==> config.mk <==
export PLATFORM = sky130hd
export DESIGN_NAME = ks_sum_stage
export DESIGN_NICKNAME = d
export VERILOG_FILES = /design/src/rtl/ks_sum_stage.sv
export SDC_FILE = /design/constraint.sdc
export NUM_CORES = 1
export LEC_CHECK = 0
export BUFFER_PORTS_ARGS = -buffer_cell sky130_fd_sc_hd__buf_2
export CAP_MARGIN = 20
export CORE_MARGIN = 4
export CORE_UTILIZATION = 51
export CTS_BUF_LIST = sky130_fd_sc_hd__clkbuf_4
export DETAILED_ROUTE_END_ITERATION = 10
export GPL_TIMING_DRIVEN = 0
export PLACE_DENSITY = 0.82
export SLEW_MARGIN = 0
export SYNTH_ARGS = -nofsm -noshare
export SYNTH_HDL_FRONTEND = slang
export SYNTH_SLANG_ARGS = --single-unit
export TNS_END_PERCENT = 50
==> constraint.sdc <==
create_clock -name clk -period 1.79 [get_ports clk]
set_input_delay 0.179 -clock clk [delete_from_list [all_inputs] [get_ports clk]]
set_output_delay 0.179 -clock clk [all_outputs]
set_load 0.02 [all_outputs]
==> src/rtl/ks_sum_stage.sv <==
// ---------------------------------------------------------------------------
// ks_sum_stage
//
// Final post-processing stage of a Kogge-Stone adder. The stage takes the
// prefix-tree outputs G(i:0) / P(i:0), the bitwise propagates and the
// carry-in. It forms the carries, sum, carry-out, signed overflow and zero
// flags, then registers the result behind a valid/ready handshake that uses a
// 2-entry skid buffer (main register M plus skid register S).
//
// Ports
//   clk        in   1      clock, rising edge
//   rst_n      in   1      synchronous active-low reset
//   in_valid   in   1      upstream presents a valid prefix word
//   in_ready   out  1      stage can accept a word this cycle (from a flop)
//   g_prefix   in   WIDTH  g_prefix[i] = G(i:0)
//   p_prefix   in   WIDTH  p_prefix[i] = P(i:0)
//   p_bit      in   WIDTH  p_bit[i] = a[i]^b[i]
//   cin        in   1      carry-in
//   out_valid  out  1      sum/flags valid
//   out_ready  in   1      downstream accepts result
//   sum        out  WIDTH  a+b+cin, low WIDTH bits
//   cout       out  1      carry out of bit WIDTH-1
//   ovf        out  1      two's-complement overflow
//   zero       out  1      sum == 0
// ---------------------------------------------------------------------------
module ks_sum_stage #(
    parameter int WIDTH = 16
) (
    input  logic             clk,
    input  logic             rst_n,
    input  logic             in_valid,
    output logic             in_ready,
    input  logic [WIDTH-1:0] g_prefix,
    input  logic [WIDTH-1:0] p_prefix,
    input  logic [WIDTH-1:0] p_bit,
    input  logic             cin,
    output logic             out_valid,
    input  logic             out_ready,
    output logic [WIDTH-1:0] sum,
    output logic             cout,
    output logic             ovf,
    output logic             zero
);

    // Stored word layout: {sum, cout, ovf, zero}
    localparam int DW = WIDTH + 3;

    logic [WIDTH:0]   carry;
    logic [WIDTH-1:0] sum_comb;
    logic [DW-1:0]    in_word;

    logic [DW-1:0]    m_word;
    logic             m_valid;
    logic [DW-1:0]    s_word;
    logic             s_valid;

    logic             in_xfer;
    logic             out_xfer;

    // Carry into bit i: the group (i-1:0) either generates a carry, or it
    // propagates the external carry-in through every bit.
    always_comb begin
        carry    = '0;
        carry[0] = cin;
        for (int i = 1; i <= WIDTH; i++) begin
            carry[i] = g_prefix[i-1] | (p_prefix[i-1] & cin);
        end
    end

    assign sum_comb = p_bit ^ carry[WIDTH-1:0];

    // Signed overflow: carry into the sign bit differs from carry out of it.
    assign in_word = {sum_comb,
                      carry[WIDTH],
                      carry[WIDTH] ^ carry[WIDTH-1],
                      ~|sum_comb};

    // in_ready comes straight from the skid-valid flop so that out_ready never
    // reaches the upstream ready combinationally.
    assign in_ready  = ~s_valid;
    assign out_valid = m_valid;
    assign in_xfer   = in_valid & in_ready;
    assign out_xfer  = m_valid & out_ready;

    assign {sum, cout, ovf, zero} = m_word;

    // Skid-buffer update. M is the presented word; S only fills when M is
    // stalled and a new word still arrives. When M drains, S refills it first
    // so that ordering is preserved.
    always_ff @(posedge clk) begin
        if (!rst_n) begin
            m_word  <= '0;
            m_valid <= 1'b0;
            s_word  <= '0;
            s_valid <= 1'b0;
        end else if (out_xfer) begin
            if (s_valid) begin
                m_word <= s_word;
                if (in_xfer) begin
                    s_word <= in_word;
                end else begin
                    s_valid <= 1'b0;
                end
            end else if (in_xfer) begin
                m_word <= in_word;
            end else begin
                m_valid <= 1'b0;
            end
        end else if (in_xfer) begin
            if (m_valid) begin
                s_word  <= in_word;
                s_valid <= 1'b1;
            end else begin
                m_word  <= in_word;
                m_valid <= 1'b1;
            end
        end
    end

endmodule

==> load_flow_metrics.sql, run 1 <==
INSERT INTO impl_metrics (metric_group, metric, value, unit) VALUES
('cts', 'clock_path_buffers', '2', ''),
('logic_synthesis', 'postSynthAreaPerCell', '8.906', 'um2'),
('grt', 'grtUsageMet3', '4.067', '%'),
('timing', 'timing.setup.tns', '0', 'ns'),
('floorplan', 'fp.dieArea', '5074', 'um2'),
('cts', 'cts_buf_count', '5', ''),
('power', 'cell_internal_pwr', '1.288', 'mW'),
('logic_synthesis', 'seq_total_area_yosys', '39.26', '%'),
('outcome', 'result_of_the_run', 'finished, final reports clean', ''),
('cells_and_area', 'antennaDiodeCount', '0', ''),
('cells_and_area', 'drive_above_1_share', '31.70', '%'),
('route', 'drcViolationCount', '0', ''),
('route', 'first_pass_iters', '5', ''),
('cells_and_area', 'layout.cells.non_filler', '354', ''),
('route', 'vias', '1903', ''),
('grt', 'antenna_found_initial', '0', ''),
('critical_path', 'worst_ep_required_time', '2.04', 'ns'),
('grt', 'grt.met1_usage', '24.31', '%'),
('logic_synthesis', 'synth_nets', '282', ''),
('power', 'p_per_area', '747.4', 'nW/um2'),
('critical_path', 'path_class', 'flip-flop to flip-flop', ''),
('logic_synthesis', 'post_synth_and_or_nand_nor_area_fraction', '15.09', '%'),
('logic_synthesis', 'post_synth_instance_area', '2039', 'um2'),
('cells_and_area', 'final_core_util', '66.26', '%'),
('logic_synthesis', 'number_of_warnings_printed_during_yosys_synthesis', '0', ''),
('power', 'comb_power_share', '26.2', '%'),
('critical_path', 'critical-path-slowest-cell', 'sky130_fd_sc_hd__dfxtp_1', ''),
('critical_path', 'crit_chain', 'and2_1 > buf_2 > nand2_1 > buf_2 > mux2i_1 > nand2_1 > o211a_1', ''),
('timing', 'grt_setup_unrepaired', 'no', ''),
('cts', 'cts_root_buffer', 'sky130_fd_sc_hd__clkbuf_4', ''),
('logic_synthesis', 'synth_seq_cells', '40', ''),
('timing', 'worst_pin_slew', '0.4875', 'ns'),
('timing', 'clock_skew', '0.004828', 'ns'),
('cells_and_area', 'n_fill_cell', '320', ''),
('critical_path', 'maximum_fanout_along_the_worst_path', '10', ''),
('critical_path', 'worstSetupEndpointType', 'flip-flop', ''),
('job', 'drv_cap', '0', ''),
('route', 'ant_nets', '0', ''),
('cts', 'worst_skew_pair.late_latency', '0.35', 'ns'),
('placed_design', 'cell_area_after_placement', '2460', 'um2'),
('route', 'drt_iter0_markers', '139', ''),
('timing', 'final_hold_viol_count', '0', ''),
('cts', 'cts.sinks', '40', ''),
('power', 'vdd_ir_drop_max', '435.3', 'uV'),
('power', 'power.share.sequential', '52.5', '%'),
('floorplan', 'rows', '22', ''),
('cells_and_area', 'finish.net_count', '361', ''),
('floorplan', 'dieHeight', '71.24', 'um'),
('route', 'routed_wirelength', '4926', 'um'),
('logic_synthesis', 'synth-xor-area-share', '8.160', '%'),
('grt', 'grt_most_used_layer', 'met2', ''),
('cts', 'tritoncts', 'built', ''),
('timing', 'post-route-min-period', '1.630', 'ns'),
('cts', 'clk_transition_reported_paths', '0.11', 'ns'),
('timing', 'final_min_period_over_clock_period', '91.04', '%'),
('floorplan', 'die_w', '71.24', 'um'),
('route', 'vias_per_cell', '5.376', ''),
('cts', 'cts_max_level', '2', ''),
('critical_path', 'slowest_delay', '0.37', 'ns'),
('cells_and_area', 'finalInstanceArea', '2499', 'um2'),
('critical_path', 'worst-endpoint-arrival', '1.88', 'ns'),
('critical_path', 'worstSetupStartpointType', 'flip-flop', ''),
('logic_synthesis', 'dominant_combinational_cell_family_by_area_after_synthesis', 'compound AO/OA/AOI/OAI gates', ''),
('cells_and_area', 'area_growth', '22.52', '%'),
('power', 'power_frac_clock', '21.3', '%'),
('logic_synthesis', 'netlist_instances', '229', ''),
('cts', 'ctsHoldBuffers', '0', ''),
('power', 'switching_power', '579.6', 'uW'),
('timing', 'report.final.setup_viol', '0', ''),
('worst_hold_path', 'min_path_type', 'primary input to flip-flop', ''),
('placed_design', 'inst_count_dp', '349', '');
## layer usage
layer	vias up	part of all wire, %
met4	0	1.4
met2	63	48
met3	9	6.0
li1	952	-
met1	879	44
met5	-	0
## state kept, by name, indices dropped and copies added (netlist names)
register / flops
out_valid: 1
s_word: 19
m_word: 19
s_valid: 1
## power groups by stage
stage / combinational [mW] / sequential [mW] / clock, mW
2_1_floorplan: 0.254 / 1.06 / 0
3_3_place_gp: 0.478 / 0.998 / 0
3_5_place_dp: 0.489 / 1.00 / 0
4_1_cts: 0.491 / 0.980 / 0.406
5_1_grt: 0.535 / 0.988 / 0.441
6_report: 0.489 / 0.980 / 0.398
## Yosys cell counts
cell type / n / area, um2
sky130_fd_sc_hd__buf_6: 2 / 22.52
sky130_fd_sc_hd__o22a_1: 1 / 8.760
sky130_fd_sc_hd__xnor2_1: 17 / 148.9
sky130_fd_sc_hd__xor2_1: 2 / 17.52
sky130_fd_sc_hd__clkbuf_1: 6 / 22.52
sky130_fd_sc_hd__mux2i_1: 15 / 150.1
sky130_fd_sc_hd__and2_1: 1 / 6.260
sky130_fd_sc_hd__o211a_1: 18 / 180.2
sky130_fd_sc_hd__a21oi_2: 2 / 17.52
sky130_fd_sc_hd__nor2_1: 3 / 11.26
sky130_fd_sc_hd__buf_2: 8 / 40.04
sky130_fd_sc_hd__nor3_1: 1 / 5.000
sky130_fd_sc_hd__inv_1: 1 / 3.750
sky130_fd_sc_hd__nor4_1: 1 / 6.260
sky130_fd_sc_hd__nand3_1: 1 / 5.000
sky130_fd_sc_hd__nand2_1: 59 / 221.5
sky130_fd_sc_hd__a21oi_4: 2 / 32.53
sky130_fd_sc_hd__a21boi_0: 18 / 135.1
sky130_fd_sc_hd__nor3b_1: 2 / 15.01
sky130_fd_sc_hd__a31o_2: 1 / 8.760
sky130_fd_sc_hd__nand4_1: 2 / 12.51
sky130_fd_sc_hd__a32o_1: 1 / 10.01
sky130_fd_sc_hd__o211ai_1: 3 / 22.52
sky130_fd_sc_hd__inv_2: 1 / 3.750
sky130_fd_sc_hd__a21oi_1: 13 / 65.06
sky130_fd_sc_hd__a21boi_1: 1 / 7.510
sky130_fd_sc_hd__buf_4: 1 / 7.510
sky130_fd_sc_hd__o22ai_1: 1 / 6.260
sky130_fd_sc_hd__o21ai_0: 1 / 5.000
sky130_fd_sc_hd__nor4_2: 2 / 25.02
sky130_fd_sc_hd__o31ai_1: 2 / 15.01
sky130_fd_sc_hd__dfxtp_1: 40 / 800.8
## through the flow
stage	hold WS (ns)	setup WS, ns	power [mW]
after global placement	0.4409	0.1661	1.476
final	0.1447	0.1604	1.867
after global routing	0.1671	0.04400	1.964
after floorplan	0.3546	0.2757	1.310
after CTS	0.1437	0.09204	1.877
after detailed placement	0.4556	0.1314	1.490
## final timing paths
check | from | endpoint | slack (ns) | cells past startpoint
worst min register to register | m_word[2]$_SDFFE_PN0P_ | m_word[2]$_SDFFE_PN0P_ | 0.47 | 2
worst min-delay path | in_valid | out_valid$_SDFFE_PN0P_ | 0.14 | 3
worst max register to register | out_valid$_SDFFE_PN0P_ | m_word[18]$_SDFFE_PN0P_ | 0.16 | 7
worst max-delay path | out_valid$_SDFFE_PN0P_ | m_word[18]$_SDFFE_PN0P_ | 0.16 | 7
## cell usage in the layout (no fill, tap or decap), types with 2 or more instances in the layout
| cell | instances |
|---|---|
| sky130_fd_sc_hd__a21boi_0 | 18 |
| sky130_fd_sc_hd__a21oi_1 | 13 |
| sky130_fd_sc_hd__a21oi_2 | 2 |
| sky130_fd_sc_hd__a21oi_4 | 2 |
| sky130_fd_sc_hd__buf_2 | 80 |
| sky130_fd_sc_hd__buf_6 | 2 |
| sky130_fd_sc_hd__clkbuf_1 | 5 |
| sky130_fd_sc_hd__clkbuf_4 | 5 |
| sky130_fd_sc_hd__dfxtp_1 | 40 |
| sky130_fd_sc_hd__mux2i_1 | 15 |
| sky130_fd_sc_hd__nand2_1 | 59 |
| sky130_fd_sc_hd__nand4_1 | 2 |
| sky130_fd_sc_hd__nor2_1 | 3 |
| sky130_fd_sc_hd__nor3b_1 | 2 |
| sky130_fd_sc_hd__nor4_2 | 2 |
| sky130_fd_sc_hd__o211a_1 | 18 |
| sky130_fd_sc_hd__o211ai_1 | 3 |
| sky130_fd_sc_hd__o31ai_1 | 2 |
| sky130_fd_sc_hd__xnor2_1 | 17 |
| sky130_fd_sc_hd__xor2_1 | 2 |
## worst max-delay path, delay by kind of cell (launching register included)
family | cells | cell delay (ns)
buf+inv | 2 | 0.42
mux | 1 | 0.22
flops | 1 | 0.37
simple gates | 3 | 0.38
compound gates | 1 | 0.13
## final cells by class
cell class                 instances  area (um2)  share of cell area, %
buffer                            17       93.84                  3.756
sequential                        40       800.8                  32.05
timing repair buffer              72       360.3                  14.42
clock buffer                       5       37.54                  1.502
inverter                           2       7.507                 0.3005
tap                               48       60.06                  2.404
multi-input combinational        170        1139                  45.57
## logic make-up (layout without fill, tap and decap cells)
| group | count (synthesis) | after routing |
|---|---|---|
| and+or+nand+nor | 72 | 72 |
| AOI/OAI and AO/OA | 64 | 64 |
| DFF | 40 | 40 |
| xor gates and xnor gates | 19 | 19 |
| buffers and inverters | 19 | 96 |
| muxes | 15 | 15 |
Power figures use the tool's default switching activity.
==> inputs of run 2 (changes only) <==
Settings changed: CORE_UTILIZATION 51 to 55, PLACE_DENSITY 0.82 to 0.87.
Clock period 1.79 ns to 2 ns, I/O delays scaled along.
==> run 2 against run 1 <==
  * Final area up 1.4%
  * Sequential power down 11%
  * First-iteration DRC count up 1.4%
  * Non-clock buffer count unchanged
  * Global-route usage up 3.2 points
  * Combinational power down 11%
  * Sequential share of layout area down 0.43 points
  * Critical path type unchanged
  * Highest routed layer unchanged
==> load_flow_metrics.sql, run 2 (same netlist as run 1, synthesis figures left out) <==
INSERT INTO impl_metrics (metric_group, metric, value, unit) VALUES
('route', 'wl_met3', '304', 'um'),
('grt', 'grt_max_degree', '13', ''),
('timing', 'worst_hold_slack', '0.1617', 'ns'),
('cells_and_area', 'layout.cells.non_filler', '355', ''),
('cells_and_area', 'drive_above_1_share', '31.39', '%'),
('floorplan', 'floorplan.core_area', '3468', 'um2'),
('grt', 'track_usage', '22.42', '%'),
('critical_path', 'maximum_fanout_along_the_worst_path', '10', ''),
('route', 'vias', '1891', ''),
('power', 'vdd_ir_drop_max', '401.4', 'uV'),
('timing', 'report.final.setup_viol', '0', ''),
('route', 'vias_per_cell', '5.327', ''),
('cells_and_area', 'finalInstanceArea', '2532', 'um2'),
('cells_and_area', 'antennaDiodeCount', '0', ''),
('route', 'dr_wl_met2', '2369', 'um'),
('worst_hold_path', 'min_path_type', 'primary input to flip-flop', ''),
('route', 'met1_length', '2126', 'um'),
('critical_path', 'worstSetupEndpointType', 'flip-flop', ''),
('critical_path', 'worstSetupStartpointType', 'flip-flop', ''),
('route', 'ant_nets', '0', ''),
('cts', 'cts_root_buffer', 'sky130_fd_sc_hd__clkbuf_4', ''),
('cells_and_area', 'leading_cell_types_in_the_layout_fill_and_taps_excluded', '80 x sky130_fd_sc_hd__buf_2, 59 x sky130_fd_sc_hd__nand2_1, 40 x sky130_fd_sc_hd__dfxtp_1', ''),
('cells_and_area', 'largest_registers', 'm_word x19, s_word x19', ''),
('cts', 'cts_max_level', '2', ''),
('route', 'drt_iter0_markers', '141', ''),
('worst_hold_path', 'startpoint_of_the_worst_hold_path', 'in_valid', ''),
('power', 'finalPower', '1.832', 'mW'),
('cells_and_area', 'final_common_cell', 'sky130_fd_sc_hd__buf_2', ''),
('floorplan', 'boundaryPins', '74', ''),
('cts', 'postCtsResizedCells', '0', ''),
('timing', 'final_min_period_over_clock_period', '84.27', '%'),
('cts', 'cts_setup_buffers', '0', ''),
('power', 'power.leakage', '1.321', 'nW'),
('timing', 'fmax', '593.3', 'MHz'),
('cells_and_area', 'n_fill_cell', '285', ''),
('placed_design', 'place.detailed.hpwl', '3724', 'um'),
('cells_and_area', 'area_growth', '24.17', '%'),
('timing', 'grt_setup_unrepaired', 'no', ''),
('route', 'routed_wirelength', '4870', 'um'),
('grt', 'grt_pass1_vias', '1728', ''),
('critical_path', 'worst-endpoint-arrival', '2.00', 'ns'),
('cells_and_area', 'multiInputGateArea', '1139', 'um2'),
('cts', 'worst_skew_pair.late_latency', '0.36', 'ns'),
('cells_and_area', 'finish.net_count', '361', ''),
('floorplan', 'dieHeight', '68.90', 'um'),
('floorplan', 'floorplan.initialDensity', '58.80', '%'),
('timing', 'timing.setup.tns', '0', 'ns'),
('route', 'first_pass_iters', '4', ''),
('timing', 'worst_pin_slew', '0.5196', 'ns'),
('floorplan', 'fp.dieArea', '4747', 'um2'),
('critical_path', 'rr_startpoint', 'out_valid$_SDFFE_PN0P_', ''),
('route', 'drcViolationCount', '0', ''),
('cts', 'clock_path_buffers', '2', ''),
('grt', 'gr-total-overflow', '0', ''),
('cts', 'ctsHoldBuffers', '0', ''),
('cells_and_area', 'layout.area.seq', '800.8', 'um2'),
('timing', 'post-route-min-period', '1.685', 'ns'),
('cts', 'cts.sinks', '40', ''),
('cts', 'cts_buf_count', '5', ''),
('cts', 'tritoncts', 'built', ''),
('placed_design', 'inst_count_dp', '347', ''),
('timing', 'final_hold_viol_count', '0', ''),
('critical_path', 'critPathLaunch', 'out_valid$_SDFFE_PN0P_', ''),
('critical_path', 'worst_ep_required_time', '2.31', 'ns'),
('power', 'p_per_area', '723.5', 'nW/um2'),
('grt', 'grt_pass1_wl', '7852', 'um'),
('critical_path', 'path_class', 'flip-flop to flip-flop', ''),
('timing', 'slew-limit-headroom', '65.36', '%'),
('route', 'route.detailed.wl_per_inst', '13.72', 'um'),
('grt', 'antenna_found_initial', '0', ''),
('placed_design', 'cell_area_after_placement', '2457', 'um2'),
('outcome', 'result_of_the_run', 'finished, final reports clean', ''),
('timing', 'clock_skew', '0.007708', 'ns'),
('route', 'maxUsedRoutingLayer', 'met4', ''),
('job', 'drv_cap', '0', ''),
('timing', 'timing_max_transition_violations_final', '0', ''),
('cts', 'clk_transition_reported_paths', '0.12', 'ns'),
('floorplan', 'die_w', '68.90', 'um'),
('placed_design', 'place.port_buffers', '72', ''),
('placed_design', 'place.gp.congestion', '0.7983', ''),
('floorplan', 'rows', '21', '');
## run 2: changes by cell type in the layout (fill, tap and decap cells not counted)
cell                        delta
sky130_fd_sc_hd__clkbuf_1      +1
sky130_fd_sc_hd__clkbuf_2      -1
sky130_fd_sc_hd__clkinv_1      +2
sky130_fd_sc_hd__bufinv_16     +1
## run 2: metrics by stage
step,worst slack (ns),util [%]
after floorplan,0.4857,-
after global placement,0.3698,70.85
after detailed placement,0.3437,70.85
after CTS,0.3207,73.02
after global routing,0.1732,73.02
final,0.3145,73.02
## run 2: report_power, final
| part | switching (mW) | internal, mW |
|---|---|---|
| logic | 0.251 | 0.184 |
| registers | 0.0265 | 0.851 |
| clock network | 0.265 | 0.255 |
| total | 0.543 | 1.29 |
## run 2: path summary, 6_finish.rpt
check,end,slack (ns),depth (start not counted)
setup reg to reg,m_word[5]$_SDFFE_PN0P_,0.31,6
setup / recovery,m_word[5]$_SDFFE_PN0P_,0.31,6
hold reg to reg,s_word[17]$_SDFFE_PN0P_,0.47,2
hold / removal,out_valid$_SDFFE_PN0P_,0.16,3
## run 2: layout make-up
type                            instances  area share (%)
Inverter                                2          0.2964
Clock buffer                            5           1.482
Sequential cell                        40           31.62
Buffer                                 17           3.656
Timing Repair Buffer                   72           14.23
Clock inverter                          3           1.482
Multi-Input combinational cell        170           44.96
Tap cell                               46           2.273
## run 2: routing by layer
layer	global-route usage, %	vias up
met5	0	-
met4	9.976	0
met3	3.241	8
met2	37.74	59
met1	28.30	870
li1	-	954
## run 2: critical path, cell delays in order, from the launching register on
cell and delay [ns]:
sky130_fd_sc_hd__dfxtp_1 0.44, sky130_fd_sc_hd__and2_1 0.15, sky130_fd_sc_hd__buf_2 0.14, sky130_fd_sc_hd__o22a_1 0.14, sky130_fd_sc_hd__buf_2 0.15, sky130_fd_sc_hd__clkbuf_1 0.43, sky130_fd_sc_hd__o211a_1 0.20
==> inputs of run 3 (changes only) <==
Settings changed: CORE_UTILIZATION 55 to 51, PLACE_DENSITY 0.87 to 0.82.
Clock period 2 ns to 1.6 ns, I/O delays scaled along.
==> run 3 against run 2 <==
  * Sequential power increased by 25%
  * Power increased by 14%
  * Combinational power increased by 27%
  * Die area increased by 6.9%
  * Via count increased by 1.1%
  * Clock power decreased by 14%
  * Clock skew decreased by 0.0060 ns
  * Sequential share of layout area increased by 0.16 points
  * Sequential cell count unchanged
  * Worst hold slack got worse by 0.022 ns
  * Setup slack got worse by 0.21 ns
  * Critical path type unchanged
  * Highest routed layer unchanged
==> load_flow_metrics.sql, run 3 (same netlist as run 1, synthesis figures left out) <==
INSERT INTO impl_metrics (metric_group, metric, value, unit) VALUES
('outcome', 'result_of_the_run', 'finished, final reports clean', ''),
('floorplan', 'boundaryPins', '74', ''),
('route', 'vias_per_cell', '5.401', ''),
('route', 'ant_nets', '0', ''),
('cts', 'cts_buf_count', '5', ''),
('job', 'drv_cap', '0', ''),
('critical_path', 'worst-endpoint-arrival', '1.74', 'ns'),
('timing', 'fmax', '668.6', 'MHz'),
('cells_and_area', 'antennaDiodeCount', '0', ''),
('cells_and_area', 'layout.cells.non_filler', '354', ''),
('grt', 'antenna_found_initial', '0', ''),
('power', 'p_per_area', '830.7', 'nW/um2'),
('grt', 'track_usage', '19.37', '%'),
('cts', 'cts_root_buffer', 'sky130_fd_sc_hd__clkbuf_4', ''),
('grt', 'grt_max_degree', '11', ''),
('cts', 'cts.sinks', '40', ''),
('cells_and_area', 'largest_registers', 'm_word x19, s_word x19', ''),
('cells_and_area', 'drive_above_1_share', '33.01', '%'),
('cells_and_area', 'finish.net_count', '361', ''),
('timing', 'report.final.setup_viol', '0', ''),
('placed_design', 'place.detailed.hpwl', '3814', 'um'),
('timing', 'slew-limit-headroom', '67.14', '%'),
('route', 'first_pass_iters', '4', ''),
('timing', 'worst_pin_slew', '0.4929', 'ns'),
('critical_path', 'path_class', 'flip-flop to flip-flop', ''),
('route', 'route.detailed.wl_per_inst', '13.92', 'um'),
('timing', 'grt_setup_unrepaired', 'yes', ''),
('cts', 'tritoncts', 'built', ''),
('grt', 'grt_pass1_wl', '7879', 'um'),
('grt', 'gr-total-overflow', '0', ''),
('floorplan', 'fp.dieArea', '5074', 'um2'),
('timing', 'setup_ws', '0.1043', 'ns'),
('cts', 'clock_path_buffers', '2', ''),
('timing', 'worst_hold_slack', '0.1394', 'ns'),
('cts', 'cts_max_level', '2', ''),
('route', 'routed_wirelength', '4927', 'um'),
('placed_design', 'cell_area_after_placement', '2460', 'um2'),
('floorplan', 'dieHeight', '71.24', 'um'),
('cts', 'worst_skew_pair.late_latency', '0.34', 'ns'),
('critical_path', 'maximum_fanout_along_the_worst_path', '10', ''),
('critical_path', 'worst_ep_required_time', '1.85', 'ns'),
('cts', 'ctsHoldBuffers', '0', ''),
('cells_and_area', 'leading_cell_types_in_the_layout_fill_and_taps_excluded', '79 x sky130_fd_sc_hd__buf_2, 58 x sky130_fd_sc_hd__nand2_1, 39 x sky130_fd_sc_hd__dfxtp_1', ''),
('timing', 'final_min_period_over_clock_period', '93.48', '%'),
('cts', 'clk_transition_reported_paths', '0.10', 'ns'),
('route', 'vias', '1912', ''),
('timing', 'timing_max_transition_violations_final', '0', ''),
('route', 'drcViolationCount', '0', ''),
('placed_design', 'place.port_buffers', '72', ''),
('placed_design', 'place.gp.congestion', '0.8267', ''),
('route', 'drt_iter0_markers', '139', ''),
('floorplan', 'floorplan.core_area', '3771', 'um2'),
('power', 'vdd_ir_drop_max', '487.3', 'uV'),
('placed_design', 'inst_count_dp', '349', ''),
('timing', 'clock_skew', '0.001714', 'ns'),
('timing', 'final_hold_viol_count', '0', ''),
('placed_design', 'dpl_worst_slack', '-0.05860', 'ns'),
('critical_path', 'worstSetupStartpointType', 'flip-flop', ''),
('floorplan', 'rows', '22', ''),
('floorplan', 'die_w', '71.24', 'um'),
('critical_path', 'worstSetupEndpointType', 'flip-flop', ''),
('cells_and_area', 'finalInstanceArea', '2524', 'um2'),
('grt', 'grt_pass1_vias', '1738', ''),
('floorplan', 'floorplan.initialDensity', '54.08', '%'),
('cells_and_area', 'final_core_util', '66.92', '%'),
('power', 'power.leakage', '1.318', 'nW'),
('cells_and_area', 'area_growth', '23.74', '%'),
('worst_hold_path', 'min_path_type', 'primary input to flip-flop', ''),
('timing', 'post-route-min-period', '1.496', 'ns'),
('cells_and_area', 'final_common_cell', 'sky130_fd_sc_hd__buf_2', '');
[run 3: where the power goes]
part           leakage (nW)  internal (mW)  switching, mW
sequential            0.328           1.06         0.0342
combinational         0.967          0.236          0.317
clock                0.0230          0.147          0.299
[run 3: timing repair]
action / CTS / global route
setup buffers: 0 / 0
endpoints found under the setup margin: 10 / 36
gates resized for setup: 3 / 12
[run 3: metrics by stage]
step / power (mW) / TNS (ns)
after floorplan: 1.465 / 0
after global placement: 1.651 / -0.2190
after detailed placement: 1.667 / -0.4780
after CTS: 2.101 / 0
after global routing: 2.204 / -0.01419
final: 2.096 / 0
[run 3: final timing paths]
check | startpoint | depth (start not counted) | endpoint | slack, ns
setup reg to reg | out_valid$_SDFFE_PN0P_ | 6 | m_word[17]$_SDFFE_PN0P_ | 0.10
setup / recovery | out_valid$_SDFFE_PN0P_ | 6 | m_word[17]$_SDFFE_PN0P_ | 0.10
hold / removal | out_ready | 4 | s_word[13]$_SDFFE_PN0P_ | 0.14
hold reg to reg | m_word[2]$_SDFFE_PN0P_ | 2 | m_word[2]$_SDFFE_PN0P_ | 0.47
[run 3: layer usage]
layer | up-vias | GRT usage, % | wire [um] | part of all wire [%]
met5 | - | 0 | 0 | 0
met4 | 0 | 5.637 | 61 | 1.2
li1 | 953 | - | - | -
met1 | 883 | 24.57 | 2121 | 43
met3 | 7 | 4.067 | 334 | 6.8
met2 | 69 | 33.06 | 2410 | 49
[run 3: critical path: stages, from the launching register on]
cell and delay [ns]:
sky130_fd_sc_hd__dfxtp_2 0.37, sky130_fd_sc_hd__and2_1 0.13, sky130_fd_sc_hd__buf_2 0.15, sky130_fd_sc_hd__o22a_1 0.17
sky130_fd_sc_hd__buf_2 0.16, sky130_fd_sc_hd__buf_2 0.20, sky130_fd_sc_hd__o211a_1 0.22
[run 3: layout make-up]
class / count / area, um2
inverter: 2 / 7.507
buffer: 17 / 110.1
sequential: 40 / 802.0
clock buffer: 5 / 37.54
timing repair buffer: 72 / 360.3
multi-input combinational: 170 / 1146
tap: 48 / 60.06
fill: 318 / 1247
